**src/rtl/mips_pkg.sv**
```systemverilog
// mips_pkg: shared opcode/funct constants, forwarding encodings and hazard FSM states
package mips_pkg;
  localparam logic [5:0] OP_RTYPE = 6'h00;
  localparam logic [5:0] OP_BEQ   = 6'h04;
  localparam logic [5:0] OP_BNE   = 6'h05;
  localparam logic [5:0] OP_SW    = 6'h2B;
  localparam logic [5:0] FN_MFHI  = 6'h10;
  localparam logic [5:0] FN_MFLO  = 6'h12;
  localparam logic [5:0] FN_MULT  = 6'h18;
  localparam logic [5:0] FN_DIVU  = 6'h1B;
  typedef enum logic [1:0] {FWD_RF = 2'b00, FWD_EX = 2'b01, FWD_WB = 2'b10} fwd_e;
  typedef enum logic [1:0] {IDLE, LD_STALL, MD_WAIT} state_e;
  // Only R-type, branches comparing two registers and stores actually read rt
  function automatic logic reads_rt(input logic [5:0] op);
    return op inside {OP_RTYPE, OP_BEQ, OP_BNE, OP_SW};
  endfunction
  // HI/LO readers and new mult/div ops must wait for the unit to drain
  function automatic logic is_md_dep(input logic [5:0] op, input logic [5:0] fn);
    return op == OP_RTYPE && (fn inside {FN_MFHI, FN_MFLO} || fn inside {[FN_MULT:FN_DIVU]});
  endfunction
endpackage

```
**src/rtl/pipe_hazard_ctrl_md_timer.sv**
```systemverilog
// md_timer: mult/div occupancy timer, loaded on issue and counted down to idle
module md_timer #(
  parameter int LAT = 32
) (
  input  logic clk,
  input  logic rst_n,
  input  logic load,
  output logic busy
);
  logic [5:0] cnt;
  // Load ignored while busy; busy drops the cycle after the count reaches zero
  always_ff @(posedge clk or negedge rst_n) begin
    if (!rst_n) begin
      cnt  <= 6'd0;
      busy <= 1'b0;
    end else if (load && !busy) begin
      cnt  <= 6'(LAT - 1);
      busy <= 1'b1;
    end else if (busy) begin
      if (cnt == 6'd0) busy <= 1'b0;
      else cnt <= cnt - 6'd1;
    end
  end
endmodule

```
**src/rtl/pipe_hazard_ctrl.sv**
```systemverilog
// pipe_hazard_ctrl: operand forwarding, load-use and mult/div stalls, branch flush
module pipe_hazard_ctrl
  import mips_pkg::*;
#(
  parameter int MD_LAT = 32
) (
  input  logic        clk,
  input  logic        rst_n,
  input  logic [31:0] id_ins,
  input  logic [4:0]  ex_wr_reg,
  input  logic        ex_reg_write,
  input  logic        ex_mem_read,
  input  logic [4:0]  wb_wr_reg,
  input  logic        wb_reg_write,
  input  logic        md_issue,
  input  logic        branch_taken,
  output logic [1:0]  fwd_a,
  output logic [1:0]  fwd_b,
  output logic        stall,
  output logic        flush_id,
  output logic        md_busy,
  output logic [15:0] stall_cnt
);
  state_e state, state_nx;
  logic [4:0] rs, rt;
  logic [5:0] op, fn;
  logic use_rt, ex_ok, wb_ok, load_use, md_stall;
  logic unused_bits;
  assign op = id_ins[31:26];
  assign rs = id_ins[25:21];
  assign rt = id_ins[20:16];
  assign fn = id_ins[5:0];
  assign unused_bits = ^id_ins[15:6];
  md_timer #(.LAT(MD_LAT)) u_md (
    .clk   (clk),
    .rst_n (rst_n),
    .load  (md_issue),
    .busy  (md_busy)
  );
  // Hazard detection, forwarding muxes and next state; LD_STALL masks the held load so the bubble is one cycle
  always_comb begin
    use_rt   = reads_rt(op);
    ex_ok    = ex_reg_write && ex_wr_reg != 5'd0;
    wb_ok    = wb_reg_write && wb_wr_reg != 5'd0;
    load_use = state != LD_STALL && ex_mem_read && ex_ok && (ex_wr_reg == rs || (use_rt && ex_wr_reg == rt));
    md_stall = md_busy && is_md_dep(op, fn);
    flush_id = rst_n && branch_taken;
    stall    = rst_n && !branch_taken && (md_stall || load_use);
    fwd_a    = !rst_n ? FWD_RF : (ex_ok && !ex_mem_read && ex_wr_reg == rs) ? FWD_EX :
               (wb_ok && wb_wr_reg == rs) ? FWD_WB : FWD_RF;
    fwd_b    = (!rst_n || !use_rt) ? FWD_RF : (ex_ok && !ex_mem_read && ex_wr_reg == rt) ? FWD_EX :
               (wb_ok && wb_wr_reg == rt) ? FWD_WB : FWD_RF;
    state_nx = branch_taken ? IDLE : md_stall ? MD_WAIT : (state == MD_WAIT && md_busy) ? MD_WAIT :
               (state == IDLE && load_use) ? LD_STALL : IDLE;
  end
  // FSM state register
  always_ff @(posedge clk or negedge rst_n) begin
    if (!rst_n) state <= IDLE;
    else state <= state_nx;
  end
  // Saturating stall-cycle counter
  always_ff @(posedge clk or negedge rst_n) begin
    if (!rst_n) stall_cnt <= 16'd0;
    else if (stall && stall_cnt != 16'hFFFF) stall_cnt <= stall_cnt + 16'd1;
  end
endmodule

```
**config.mk**
```make
export PLATFORM = sky130hd
export DESIGN_NAME = pipe_hazard_ctrl
export DESIGN_NICKNAME = d
export VERILOG_FILES = /design/src/rtl/mips_pkg.sv /design/src/rtl/pipe_hazard_ctrl_md_timer.sv /design/src/rtl/pipe_hazard_ctrl.sv
export SDC_FILE = /design/constraint.sdc
export NUM_CORES = 1
export LEC_CHECK = 0
export CAP_MARGIN = 10
export CELL_PAD_IN_SITES_DETAIL_PLACEMENT = 1
export CELL_PAD_IN_SITES_GLOBAL_PLACEMENT = 1
export CORE_AREA = 10 10 83 85
export DETAILED_ROUTE_END_ITERATION = 8
export DIE_AREA = 0 0 93 95
export DONT_BUFFER_PORTS = 1
export PLACE_DENSITY_LB_ADDON = 0.15
export SYNTH_ARGS = -nofsm -noshare
export SYNTH_HDL_FRONTEND = slang
export SYNTH_HIERARCHICAL = 1
export SYNTH_SLANG_ARGS = --single-unit
```
**constraint.sdc**
```tcl
create_clock -name clk -period 2.9 [get_ports clk]
set_input_delay 0.58 -clock clk [delete_from_list [all_inputs] [get_ports clk]]
set_output_delay 0.58 -clock clk [all_outputs]
set_load 0.03 [all_outputs]
```
==> flow_summary.json <==
{
  "outcome": "finished, final reports clean",
  "viasPerCell": 5.463,
  "hold-worst-slack_ns": 0.1065,
  "crit_type": "input port to output port",
  "avgSynthCellArea_um2": 9.896,
  "cts_tree": "built",
  "path_buf_inv": 1,
  "final_cell_mix": "dfrtp_1 (25), xor2_1 (22), xnor2_1 (13), nand3_1 (13), nor2_1 (13)",
  "cp_top_family": "simple AND/OR/NAND/NOR gates",
  "min_period_ns": 2.578,
  "grt_max_degree": 26,
  "ys.flop_type": "dfrtp_1",
  "clockBufferDepth": 2,
  "drtIter0Drc": 22,
  "cts.repair.resized": 0,
  "cp_cell_sequence": "or4_1 > o21ai_0 > nor2_1 > a2111oi_2 > buf_4",
  "ant_nets": 0,
  "rows": 27,
  "rsz0062_at_grt": "no",
  "grt_pass1_vias": 1596,
  "worstPathMaxFanout": 4,
  "multi_input_area_um2": 1090,
  "drive_above_1_share_pct": 14.21,
  "cp-end-kind": "output port",
  "grt_pass1_wl_mm": 8.438,
  "gp_congestion": 0.7475,
  "drv_slew": 0,
  "coreArea_um2": 5338,
  "antenna_found_initial": 0,
  "synth_top_family_by_area": "simple AND/OR/NAND/NOR gates",
  "synth_fa_ha_area_share_pct": 2.143,
  "ys_ff_latch": 25,
  "synthesis.area_um2": 1752,
  "yosys-mux-area-fraction_pct": 2.071,
  "drc": 0,
  "htree_num_levels": 1,
  "cp-start-kind": "input port",
  "num-fill-cells": 624,
  "first_pass_iters": 3,
  "min_period_over_period_pct": 88.89,
  "fmax_ghz": 0.3879,
  "cts-buffers-inserted": 3,
  "final_common_cell": "dfrtp_1",
  "grt_use_total_pct": 11.83,
  "dp_hpwl_mm": 4.147,
  "initial_core_util_pct": 32.82,
  "fin_skew_ns": 0.006870,
  "synth_nets": 229,
  "tightest_slew_ns": 0.8454,
  "p_per_area_nw_per_um2": 528.3,
  "route.vias.total": 1393,
  "synth_cells": 177,
  "finalWirelength_mm": 5.114,
  "rrSetupSlack_ns": 0.66,
  "ios": 72,
  "die-area_um2": 8835,
  "final-seq-area_um2": 625.6,
  "peakVddDrop_uv": 322.5,
  "final_nets": 236,
  "clkSlewWorstSetupHoldPaths_ns": 0.10,
  "synth_xor_area_share_pct": 17.50,
  "synth_cell_type_count": 50,
  "cts.sinks": 25,
  "ys_async_sr_fraction_pct": 100.0,
  "ys_seq_area_share_pct": 35.71,
  "io_buffer_count": 0,
  "cp.required_ns": 2.32,
  "crit_arrival_ns": 2.00,
  "synth-edff-count": 0,
  "die_h_um": 95,
  "hold_viol_final": 0,
  "synth-simple-area-share_pct": 29.14,
  "setup_viol": 0,
  "clock_latency_ns": 0.27,
  "diodes": 0,
  "hold_path.class": "input port to async pin",
  "p_leak_nw": 0.8139,
  "max_stage_delay_ns": 0.54,
  "wl_per_cell_um": 20.05,
  "yosysWarnings": 6,
  "cts-root-buf": "clkbuf_8",
  "maxCapViolations": 0,
  "chipWidth_um": 93,
  "grt_overflow": 0,
  "syn_to_final_growth_pct": 10.00,
  "synth_compound_area_share_pct": 11.00,
  "slew_headroom_pct": 42.93,
  "tns_ns": 0,
  "cp_slowest_cell": "or4_1"
}
worst paths after layout:
| path | from | to | cells past startpoint |
|---|---|---|---|
| worst max-delay path | ex_wr_reg[1] | fwd_b[1] | 5 |
| worst min-delay path | rst_n | stall_cnt[5]$_DFFE_PN0P_ | 1 |
| worst max register to register | stall_cnt[8]$_DFFE_PN0P_ | stall_cnt[1]$_DFFE_PN0P_ | 5 |
| worst min register to register | u_md/cnt[5]$_DFFE_PN0P_ | u_md/cnt[5]$_DFFE_PN0P_ | 2 |
| max in group asynchronous | rst_n | u_md/cnt[2]$_DFFE_PN0P_ | 1 |
| min in group clk | branch_taken | state[1]$_DFF_PN0_ | 1 |
final cells by class:
type | count | share of cell area, %
clock buffer | 3 | 2.143
inverter | 6 | 1.169
tap | 72 | 4.675
clock inverter | 1 | 0.3896
sequential | 25 | 32.47
multi-input combinational | 143 | 56.56
timing repair buffer | 5 | 2.597
report_power, final:
group	internal (W)	switching, W	total (W)	leakage [nW]
Clock	0.0000975	0.000119	0.000217	0.0217
Sequential	0.000399	0.0000698	0.000469	0.332
Combinational	0.000158	0.000174	0.000332	0.460
metrics by stage:
step / setup WS, ns / util, % / instance area (um2) / power [W] / std cells
finish: 0.3223 / 36.10 / 1927 / 0.001018 / 255
global route: 0.2373 / 36.10 / 1927 / 0.001101 / 255
CTS: 0.3041 / 36.10 / 1927 / 0.001040 / 255
detailed placement: 0.3177 / 34.81 / 1858 / 0.0008014 / 250
global placement: 0.3567 / 34.81 / 1858 / 0.0007816 / 250
floorplan: 0.1764 / - / 1758 / 0.0007312 / 177
worst reg2reg max path: cells and delay by family, from the launching register on:
family        cells  cell delay [ns]
simple gates      4             1.17
mux               1             0.32
flops             1             0.64
routing by layer:
layer,vias up,global-route usage (%),routed length (um)
li1,654,-,-
met1,690,11.68,1838
met2,42,21.55,2645
met3,7,5.630,555
met4,0,3.599,74
met5,-,0,0
cell usage after synthesis (2+ instances only):
cell type	count	area share [%]
nor4_1	3	1.1
and2_1	3	1.1
ha_1	3	2.1
or4_1	4	1.7
nand2_1	11	2.4
nor4b_2	2	1.7
inv_1	6	1.3
dfrtp_1	25	36
xor2_1	22	11
nand3_1	13	3.7
nor2_1	13	2.8
and3_2	2	0.86
a21oi_1	2	0.57
nor3b_1	2	0.86
o2111ai_1	2	1.0
nand4_1	4	1.4
nor3_4	2	1.9
and3_1	3	1.1
nor3_1	8	2.3
o31ai_1	2	0.86
xnor2_1	13	6.5
nand2b_1	4	1.4
flip-flops by register name (all words and copies together) (netlist names):
name	count
stall_cnt	16
state	2
u_md/cnt	6
u_md/busy	1
kinds of logic (layout without fill, tap and decap cells):
family | Yosys count | in the layout
fa+ha+maj | 3 | 3
xor+xnor | 35 | 35
simple gates | 83 | 83
buf+inv | 9 | 15
mux | 3 | 3
flops | 25 | 25
compound gates | 19 | 19
timing repair:
item	CTS	global route
hold endpoints to repair	25	0
endpoints found under the setup margin	0	0
buffers inserted	0	0
hold buffers	1	0
Note: power is estimated with default switching activity, not from simulation.
